File: src/rtl/sbd_deserializer_left2.sv
// Rebuilds a parallel word from an MSB-first 2-bit pair stream and presents it
// through a registered holding stage with a valid/ready handshake.
module sbd_deserializer_left2 #(
  parameter int bitlength = 24
) (
  input  logic                 CLK,
  input  logic                 RST,
  input  logic                 CLR,
  input  logic [1:0]           SIN,
  input  logic                 SVALID,
  output logic                 SREADY,
  output logic [bitlength-1:0] POUT,
  output logic                 PVALID,
  input  logic                 PREADY,
  output logic                 BUSY,
  output logic                 state_o
);

  localparam int N  = bitlength / 2;
  localparam int CW = $clog2(N + 1);
  localparam logic [CW-1:0] LAST_CNT = CW'(N - 1);
  localparam logic [CW-1:0] FULL_CNT = CW'(N);

  // Handshakes: a transfer happens on a rising edge where valid and ready are
  // both high; valid never waits on ready, and the holding register (POUT) is
  // frozen while PVALID=1 and PREADY=0.

  typedef enum logic {
    S_FILL = 1'b0,
    S_FULL = 1'b1
  } state_t;

  state_t               state_q, state_d;
  logic [bitlength-1:0] sr_q, sr_d;
  logic [CW-1:0]        cnt_q, cnt_d;
  logic [bitlength-1:0] pout_q, pout_d;
  logic                 pvalid_q, pvalid_d;

  logic                 sready;
  logic                 accept;
  logic                 drain;
  logic [bitlength-1:0] word;

  assign sready = (state_q == S_FILL) && !CLR;
  assign accept = SVALID && sready;
  assign drain  = pvalid_q && PREADY;
  assign word   = {sr_q[bitlength-3:0], SIN};

  always_comb begin
    state_d  = state_q;
    sr_d     = sr_q;
    cnt_d    = cnt_q;
    pout_d   = pout_q;
    pvalid_d = pvalid_q;
    case (state_q)
      S_FILL: begin
        if (drain) pvalid_d = 1'b0;
        if (CLR) begin
          sr_d  = '0;
          cnt_d = '0;
        end else if (accept) begin
          if (cnt_q == LAST_CNT) begin
            if (!pvalid_q || drain) begin
              // Word moves straight into the holding register, no bubble.
              pout_d   = word;
              pvalid_d = 1'b1;
              sr_d     = '0;
              cnt_d    = '0;
            end else begin
              sr_d    = word;
              cnt_d   = FULL_CNT;
              state_d = S_FULL;
            end
          end else begin
            sr_d  = word;
            cnt_d = cnt_q + CW'(1);
          end
        end
      end
      S_FULL: begin
        if (CLR) begin
          // Held word is discarded; an output handshake still completes.
          sr_d    = '0;
          cnt_d   = '0;
          state_d = S_FILL;
          if (drain) pvalid_d = 1'b0;
        end else if (drain) begin
          pout_d   = sr_q;
          pvalid_d = 1'b1;
          sr_d     = '0;
          cnt_d    = '0;
          state_d  = S_FILL;
        end
      end
      default: state_d = S_FILL;
    endcase
  end

  always_ff @(posedge CLK) begin
    if (RST) begin
      state_q  <= S_FILL;
      sr_q     <= '0;
      cnt_q    <= '0;
      pout_q   <= '0;
      pvalid_q <= 1'b0;
    end else begin
      state_q  <= state_d;
      sr_q     <= sr_d;
      cnt_q    <= cnt_d;
      pout_q   <= pout_d;
      pvalid_q <= pvalid_d;
    end
  end

  assign SREADY  = sready;
  assign POUT    = pout_q;
  assign PVALID  = pvalid_q;
  assign BUSY    = (cnt_q != '0);
  assign state_o = (state_q == S_FULL);

endmodule
File: config.mk
export PLATFORM = sky130hd
export DESIGN_NAME = sbd_deserializer_left2
export DESIGN_NICKNAME = d
export VERILOG_FILES = /design/src/rtl/sbd_deserializer_left2.sv
export SDC_FILE = /design/constraint.sdc
export NUM_CORES = 1
export LEC_CHECK = 0
export BUFFER_PORTS_ARGS = -buffer_cell sky130_fd_sc_hd__buf_2
export CAP_MARGIN = 20
export CORE_MARGIN = 3
export CORE_UTILIZATION = 55
export CTS_CLUSTER_SIZE = 14
export DETAILED_ROUTE_END_ITERATION = 12
export PLACE_DENSITY = 0.79
export SYNTH_ARGS = -nofsm -noshare
export SYNTH_HDL_FRONTEND = slang
export SYNTH_SLANG_ARGS = --single-unit
File: constraint.sdc
create_clock -name CLK -period 2.38 [get_ports CLK]
set_input_delay 0.238 -clock CLK [delete_from_list [all_inputs] [get_ports CLK]]
set_output_delay 0.238 -clock CLK [all_outputs]
set_load 0.03 [all_outputs]
== Word level (Yosys, flattened, before mapping) ==
Cells that the tools add are included.

* Register bits after elaboration: 54
* Input bits: 7
* Word-level logic and storage cells: 61

* Add/sub/neg operators: 1
* Equal/unequal tests: 9
* Mux-type cells: 36
* Bitwise gates (word level): 1
* Reduce and logical (&&, ||, !) cells: 9

{| class="wikitable"
|+ Operator list
! operator !! count
|-
| 2-to-1 mux 24 bit || 12
|-
| one-hot mux 24 bit (2 select lines) || 2
|-
| 2-to-1 mux 4 bit || 6
|-
| 2-to-1 mux 1 bit || 13
|-
| one-hot mux 4 bit (2 select lines) || 1
|-
| != test 2 x 1 -> 1 bit (second input constant) || 3
|-
| != test 2 bit (second input constant) || 3
|-
| AND reduction 6 bit || 1
|-
| adder 4 x 1 -> 4 bit (second input constant) || 1
|-
| equality test 4 bit (second input constant) || 1
|-
| one-hot mux 1 bit (2 select lines) || 2
|-
| nonzero test 4 bit || 1
|-
| logical AND 1 bit || 3
|-
| != test 3 x 2 -> 1 bit (second input constant) || 1
|-
| != test 3 bit (second input constant) || 1
|-
| logical NOT 1 bit || 2
|-
| AND reduction 2 bit || 1
|-
| logical OR 1 bit || 1
|-
| inverter 1 bit || 1
|}

== Depth between registers and ports, before layout ==
Gate-level depths: netlist (run 1).

* Depth after elaboration: 7
* Gate-level depth with buffers: 6
* Mapped depth without buffers: 4

== Least setup slack after synthesis (run 1) ==
Ideal clock, no wire load.

* Path kind: reg2reg
* Start: reg state_q, in the netlist state_o
* End: reg pout_q[10], in the netlist POUT[10]
* Library setup time: 0.121 ns
* Arrival: 1.606 ns
* Slack: 0.653 ns
* Cell stages (with the launch flop): 6
* Buffers on the path: 2
* Path through: dfxtp_1 buf_4 and4b_1 a31oi_4 buf_4 mux2_2

* Cells in the longest elaborated chain, start to end: 5

{| class="wikitable"
|+ RTL lines
! element !! line !! source
|-
| start: declaration || 33 || <nowiki>state_t state_q, state_d;</nowiki>
|-
| start signal: assignment || 107 || <nowiki>state_q <= state_d;</nowiki>
|-
| inverter 1 bit || n/a ||
|-
| logical AND 1 bit || 44 || <nowiki>assign sready = (state_q == S_FILL) && !CLR;</nowiki>
|-
| logical AND 1 bit || 45 || <nowiki>assign accept = SVALID && sready;</nowiki>
|-
| != test 2 bit (no source line) || n/a ||
|-
| AND reduction 6 bit (no source line) || n/a ||
|-
| end signal: assignment || 110 || <nowiki>pout_q <= pout_d;</nowiki>
|-
| end: declaration || 36 || <nowiki>logic [bitlength-1:0] pout_q, pout_d;</nowiki>
|}

Parallel ways exist; a longest one is shown, timed or not.
A chain may end at the register's enable or synchronous reset.

== Final worst setup path (run 1) ==
* Start: reg cnt_q[0]
* End: reg pout_q[15], in the netlist POUT[15]

* Cells in the longest elaborated chain, start to end: 3

{| class="wikitable"
|+ RTL lines
! element !! line !! source
|-
| start: declaration || 35 || <nowiki>logic [CW-1:0] cnt_q, cnt_d;</nowiki>
|-
| start signal: assignment || 109 || <nowiki>cnt_q <= cnt_d;</nowiki>
|-
| equality test 4 bit || 62 || <nowiki>if (cnt_q == LAST_CNT) begin</nowiki>
|-
| != test 2 x 1 -> 1 bit (no source line) || n/a ||
|-
| AND reduction 6 bit (no source line) || n/a ||
|}

Every way passes these cells.

==> results by group, run 1 <==
Clock tree
  – # resized after CTS: 0
  – CTS tree: built
  – CTS Sinks: 54
  – CTS buffer count: 5
  – Postcts setup bufs: 0
  – Largest buffer count on any clock path: 2
  – Clk root buf: clkbuf_8
  – H-tree levels: 2
  – Worst skew pair latency: 0.30 ns
  – Clock transition at path regs: 0.09 ns
  – Count of hold-fix buffers inserted at cts: 0

Setup path
  – Crit path kind: reg -> reg
  – Slowest Stage Delay on Critical Path: 0.37 ns
  – Slowest cell on crit path: mux2_2
  – Worst Path Required: 2.58 ns
  – Type of origin of the critical path: flop
  – R2r worst-path depth: 5
  – Stages on the worst setup path: 5
  – Crit-path cells: ha_1 > and3b_1 > a31oi_4 > buf_4 > mux2_2
  – R2R Setup Slk: 0.56 ns
  – Worst Path Arrival: 2.02 ns
  – CP Capture Type: flop
  – Crit path max-delay family: multiplexers
  – CP Max Fanout: 24
  – CP Buf/Inv Count: 1

GRT
  – Global route total overflow: 0
  – Largest net degree at the start of global routing: 56
  – Vias in the first global route: 1617
  – Initial antenna violation count: 0
  – First-pass GRT wire length: 7251 microns
  – GRT Overall Usage: 0.1730

Synth
  – Post-synth top area cell: dfxtp_1
  – Post-Synthesis Cells: 232
  – Cell variety after synth: 32
  – Synth top area cells: dfxtp_1, mux2_2, mux2i_1, a22o_1, nor2b_1
  – Syn_nets: 241
  – Syn. warnings: 0
  – Synth Cell Area: 2464 sq um
  – Sequential share of the synthesized area: 0.4388
  – Share of the synthesized area in the top cell type: 0.4388
  – Register bit total from synthesis: 54
  – Synthesized area per cell: 10.62 sq um

Detailed routing
  – DRC Markers: 0
  – Drt via density: 5.601
  – Drt first pass iters: 4
  – Wire per inst: 13.52 microns
  – 1st-iter DRT viols: 75
  – DRT Wirelength: 4205 microns
  – Post-route antenna net violation count: 0
  – DR vias: 1742

Final layout
  – Share of cells above drive strength 1: 0.2835
  – Commonest non-fill, non-tap cell in the layout: dfxtp_1
  – Most frequent cells in the layout: dfxtp_1, buf_2, nor2_1, nor2b_1
  – Antenna cells: 0
  – Fin nets: 270
  – Area growth syn-to-layout: 10.46%

STA
  – Final Skew: 0.004279 ns
  – Final setup TNS: 0 ns
  – Fin. Hold Viols: 0
  – RSZ-0062 raised after global routing: false
  – Setup violations, final: 0
  – Fin crit period: 1.821 ns
  – Max Clk Rate: 549.2 MHz
  – Slew Limit Fails: 0
  – Worst-margin pin slew: 0.5238 ns
  – Part of the cycle the worst path needs: 0.7651
  – Rel. slew slack: 0.6508

Run
  – Max Cap Violations: 0

Floorplan
  – Core ar.: 4173 sq um
  – DIE AREA: 5318 sq um
  – I/O pin cnt: 35
  – Row count: 23
  – Width of the die: 72.93 microns
  – Starting Density: 0.5904
  – Die Ht: 72.93 microns

Power
  – Maximum vdd drop: 0.3816 mV
  – Leakage: 0.001130 uW
  – Total power: 1444 uW
  – Pwr Density: 530.5 nW/um^2

Outcome
  – Outcome: finished, final reports clean

Min path
  – Worst hold stages: 2
  – Worst min path class: in -> reg

Placed design
  – DP HPWL: 2667 microns
  – Port buffer count: 34
  – Final GP Congestion: 0.7905
[synth_stat cells, drive strengths merged]
cell type	count
a311o	1
a22o	24
a21oi	5
nor2	26
dfxtp	54
mux2i	24
o21ai	1
clkbuf	5
a2111o	2
nand2b	3
mux2	24
nor2b	26
nor3b	1
or4	2
nor4	1
and4b	2
or3	1
a211oi	1
inv	4
and3	1
a31oi	2
a311oi	1
and3b	1
a2111oi	1
buf	12
ha	2
a21o	1
nand2	4
[sequential cells by signal, indices dropped and copies added (netlist names)]
signal / cells
POUT: 24
PVALID: 1
cnt_q: 4
state_o: 1
sr_q: 24
[layout make-up]
cell class              count  area (sq um)
fillers                   364          1451
clock inverters             2         10.01
well taps                  50         62.56
repair buffers             39         211.5
flip-flops and latches     54          1082
inverters                   4         15.01
multi-input cells         157          1271
clock buffers               5         68.82
[kinds of logic (layout without fill, tap and decap cells)]
family / count (synthesis) / after routing / share of synthesized area
adders and majority gates: 2 / 2 / 0.01016
buffers and inverters: 21 / 50 / 0.04875
and+or+nand+nor: 68 / 68 / 0.1524
muxes: 48 / 48 / 0.2072
DFF: 54 / 54 / 0.4388
AOI/OAI and AO/OA: 39 / 39 / 0.1427
[worst register-to-register path, delay by kind of cell, from the launching register on]
kind	cells	cell delay, ns
buffers and inverters	1	0.33
adder cells (fa/ha/maj)	1	0.24
flip-flops	1	0.34
AND/OR/NAND/NOR	1	0.27
multiplexers	1	0.39
AO/OA/AOI/OAI	1	0.16
[stage by stage]
step                  util  cells  setup slack [ns]  cell area, sq um  hold slack (ns)
floorplan                -    232            0.6532              2464           0.3391
CTS                 0.6495    310            0.4250              2710           0.1551
global placement    0.6306    303            0.5003              2631           0.4630
finish              0.6522    311            0.5591              2721           0.1661
global route        0.6522    311            0.4473              2721           0.1654
detailed placement  0.6306    303            0.4821              2631           0.4651
[path summary, 6_finish.rpt]
check,start,endpoint
worst min register to register,sr_q[23]$_SDFFE_PP0P_,sr_q[23]$_SDFFE_PP0P_
worst max register to register,cnt_q[0]$_SDFFE_PP0P_,POUT[15]$_SDFFE_PP0P_
worst min-delay path,SIN[1],sr_q[1]$_SDFFE_PP0P_
worst max-delay path,cnt_q[0]$_SDFFE_PP0P_,POUT[15]$_SDFFE_PP0P_
[layer usage]
layer | wire length (microns) | track usage
met1 | 2045 | 0.2256
met2 | 1913 | 0.2796
met3 | 174 | 0.03719
met4 | 71 | 0.06762
met5 | 0 | 0
[power by group]
part	internal (uW)	switching [uW]	total (uW)
clock	198	276	474
combinational	18.7	43.6	62.4
sequential	905	2.63	908
Power figures use the tool's default switching activity.
==> run 2, diff against run 1 <==
--- a/config.mk
+++ b/config.mk
@@ -5,13 +5,14 @@
 export SDC_FILE = /design/constraint.sdc
 export NUM_CORES = 1
 export LEC_CHECK = 0
+export ABC_AREA = 1
 export BUFFER_PORTS_ARGS = -buffer_cell sky130_fd_sc_hd__buf_2
 export CAP_MARGIN = 20
 export CORE_MARGIN = 3
-export CORE_UTILIZATION = 55
+export CORE_UTILIZATION = 51
 export CTS_CLUSTER_SIZE = 14
 export DETAILED_ROUTE_END_ITERATION = 12
-export PLACE_DENSITY = 0.79
+export PLACE_DENSITY = 0.77
 export SYNTH_ARGS = -nofsm -noshare
 export SYNTH_HDL_FRONTEND = slang
 export SYNTH_SLANG_ARGS = --single-unit
==> constraint.sdc (replaced) <==
create_clock -name CLK -period 1.57 [get_ports CLK]
set_input_delay 0.157 -clock CLK [delete_from_list [all_inputs] [get_ports CLK]]
set_output_delay 0.157 -clock CLK [all_outputs]
set_load 0.03 [all_outputs]
==> run 2 against run 1 <==
Final cell count is 47% higher; worst setup slack lost 0.51 ns; sequential cell count unchanged; largest power group unchanged; synthesized cell count up 54%; first-iteration DRC count increased to 2.5 times the previous value; total power increased by 68%; critical path depth is 3 higher; non-clock buffer count is 5 higher.
==> results by group, run 2 <==
Outcome
  – Outcome: finished, final reports clean

Synth
  – Synthesized area per cell: 7.343 sq um
  – Share of the synthesized area in the top cell type: 0.4112
  – Register bit total from synthesis: 54
  – Sequential share of the synthesized area: 0.4112
  – Synth top area cells: dfxtp_1, nand2_1, nor2_1, nand3_1, a21boi_0
  – Post-synth top area cell: dfxtp_1
  – Syn_nets: 367
  – Synth Cell Area: 2629 sq um
  – Asr flop ratio synth: 0
  – Commonest cells in the netlist: nand2_1, nor2_1, dfxtp_1
  – Cell variety after synth: 25
  – Number of flops mapped to enable cells by yosys: 0
  – Top FF cell, synth: dfxtp_1
  – Post-Synthesis Cells: 358
  – Syn. warnings: 0

Clock tree
  – Largest buffer count on any clock path: 2
  – CTS tree: built
  – CTS Sinks: 54
  – Worst skew pair latency: 0.31 ns
  – CTS buffer count: 5
  – Clock transition at path regs: 0.09 ns
  – H-tree levels: 2
  – Clk root buf: clkbuf_8

STA
  – Setup violations, final: 0
  – Rel. slew slack: 0.7388
  – Fin crit period: 1.518 ns
  – Fin. Hold Viols: 0
  – Worst-margin pin slew: 0.3918 ns
  – Final setup TNS: 0 ns
  – Part of the cycle the worst path needs: 0.9670
  – Max Clk Rate: 658.7 MHz
  – RSZ-0062 raised after global routing: false
  – Final Skew: 0.004915 ns
  – Slew Limit Fails: 0
  – Hold slack: 0.1222 ns

Setup path
  – Type of origin of the critical path: flop
  – R2r worst-path depth: 8
  – Slowest cell on crit path: dfxtp_1
  – R2R Setup Slk: 0.05 ns
  – CP Capture Type: flop
  – Reg-to-reg startpoint: cnt_q[0]$_SDFFE_PP0P_
  – Worst Path Arrival: 1.74 ns
  – Worst Path Required: 1.79 ns
  – Crit path kind: reg -> reg
  – FF-to-FF End: POUT[6]$_SDFFE_PP0P_
  – Slowest Stage Delay on Critical Path: 0.36 ns
  – Most frequent cell on the critical path: nand2_1
  – CP Max Fanout: 6
  – Crit-path cells: ha_2 > nand2_1 > nor2_4 > nand2_4 > nand2_2 > nand3_1 > nand2_1 > nor2_1

GRT
  – Global route total overflow: 0
  – GRT Overall Usage: 0.1908
  – Vias in the first global route: 2236
  – Largest net degree at the start of global routing: 45
  – First-pass GRT wire length: 9418 microns
  – Initial antenna violation count: 0

Detailed routing
  – Wire per inst: 12.72 microns
  – DRT Wirelength: 5811 microns
  – Post-route antenna net violation count: 0
  – DR vias: 2385
  – 1st-iter DRT viols: 188
  – Drt via density: 5.219
  – Drt first pass iters: 4
  – DRC Markers: 0

Floorplan
  – I/O pin cnt: 35
  – Starting Density: 0.5422
  – Row count: 25
  – Width of the die: 77.80 microns
  – Die Ht: 77.80 microns
  – DIE AREA: 6052 sq um
  – Core ar.: 4848 sq um

Final layout
  – Antenna cells: 0
  – Area growth syn-to-layout: 11.61%
  – Commonest non-fill, non-tap cell in the layout: nand2_1
  – Most frequent cells in the layout: nand2_1, nor2_1, dfxtp_1
  – Share of cells above drive strength 1: 0.1923
  – Fin nets: 398

Min path
  – Source of the worst hold timing path: SIN[0]
  – Hold Path End: sr_q[0]$_SDFFE_PP0P_
  – Worst hold stages: 3
  – Worst min path class: in -> reg

Placed design
  – Final GP Congestion: 0.8249
  – DP HPWL: 3533 microns
  – Port buffer count: 34

Power
  – Leakage: 0.001249 uW
  – Maximum vdd drop: 0.5281 mV
  – Pwr Density: 826.6 nW/um^2

Run
  – Max Cap Violations: 0
## run 2: worst max path at each step
| stage | start | endpoint | depth (start not counted) |
|---|---|---|---|
| 5_1_grt | cnt_q[0]$_SDFFE_PP0P_ | POUT[7]$_SDFFE_PP0P_ | 8 |
| 4_1_cts | cnt_q[1]$_SDFFE_PP0P_ | POUT[22]$_SDFFE_PP0P_ | 8 |
| 6_report | cnt_q[0]$_SDFFE_PP0P_ | POUT[6]$_SDFFE_PP0P_ | 8 |
| 3_3_place_gp | cnt_q[1]$_SDFFE_PP0P_ | POUT[20]$_SDFFE_PP0P_ | 8 |
| 2_1_floorplan | state_o$_SDFF_PP0_ | sr_q[10]$_SDFFE_PP0P_ | 7 |
| 3_5_place_dp | cnt_q[1]$_SDFFE_PP0P_ | POUT[22]$_SDFFE_PP0P_ | 8 |
## run 2: area by class of cell
cell class                      instances  area (sq um)
Inverter                               12         50.05
Clock inverter                          1         5.005
Fill cell                             463          1914
Sequential cell                        54          1082
Timing Repair Buffer                   44         261.5
Tap cell                               67         83.83
Multi-Input combinational cell        272          1365
Clock buffer                            7         86.33
## run 2: cells by family after synthesis
kind of cell,count (synthesis),synth area share
AND/OR/NAND/NOR,194,0.3241
AO/OA/AOI/OAI,73,0.1675
buffers and inverters,35,0.08757
flip-flops,54,0.4112
adder cells (fa/ha/maj),2,0.009518
## run 2: repair_timing
| action | in CTS | in global routing |
|---|---|---|
| gates resized for setup | 1 | 6 |
| hold buffers | 0 | 0 |
| pin swaps | 0 | 4 |
| cloned | 0 | 3 |
| buffers inserted | 0 | 1 |
| endpoints found under the setup margin | 1 | 26 |
## run 2: worst max-delay path: cells and delay by family, from the launching register on
| family | cells | cell delay, ns |
|---|---|---|
| simple gates | 7 | 0.84 |
| flops | 1 | 0.36 |
| fa+ha+maj | 1 | 0.21 |
## run 2: metal layers
layer,part of all wire,vias to the layer above,global-route usage
met5,0,-,0
met1,0.45,1092,0.2108
met4,0.022,0,0.08897
met2,0.49,49,0.3476
li1,-,1232,-
met3,0.040,12,0.03712
## run 2: metrics by stage
step	util	std cells	instance area, sq um	worst slack (ns)	power, uW
2_1_floorplan	-	358	2631	0.1627	1604
3_3_place_gp	0.5739	445	2783	0.08056	1642
3_5_place_dp	0.5739	445	2783	0.02450	1645
4_1_cts	0.5946	453	2883	0.05351	2438
5_1_grt	0.6052	457	2934	0.003410	2526
6_report	0.6052	457	2934	0.05183	2425
## run 2: report_power, final
part           leakage (uW)  total [uW]  internal, uW  switching, uW
Combinational      0.000762         199          67.5            131
Sequential         0.000438        1420          1400           25.1
Clock             0.0000482         806           357            449
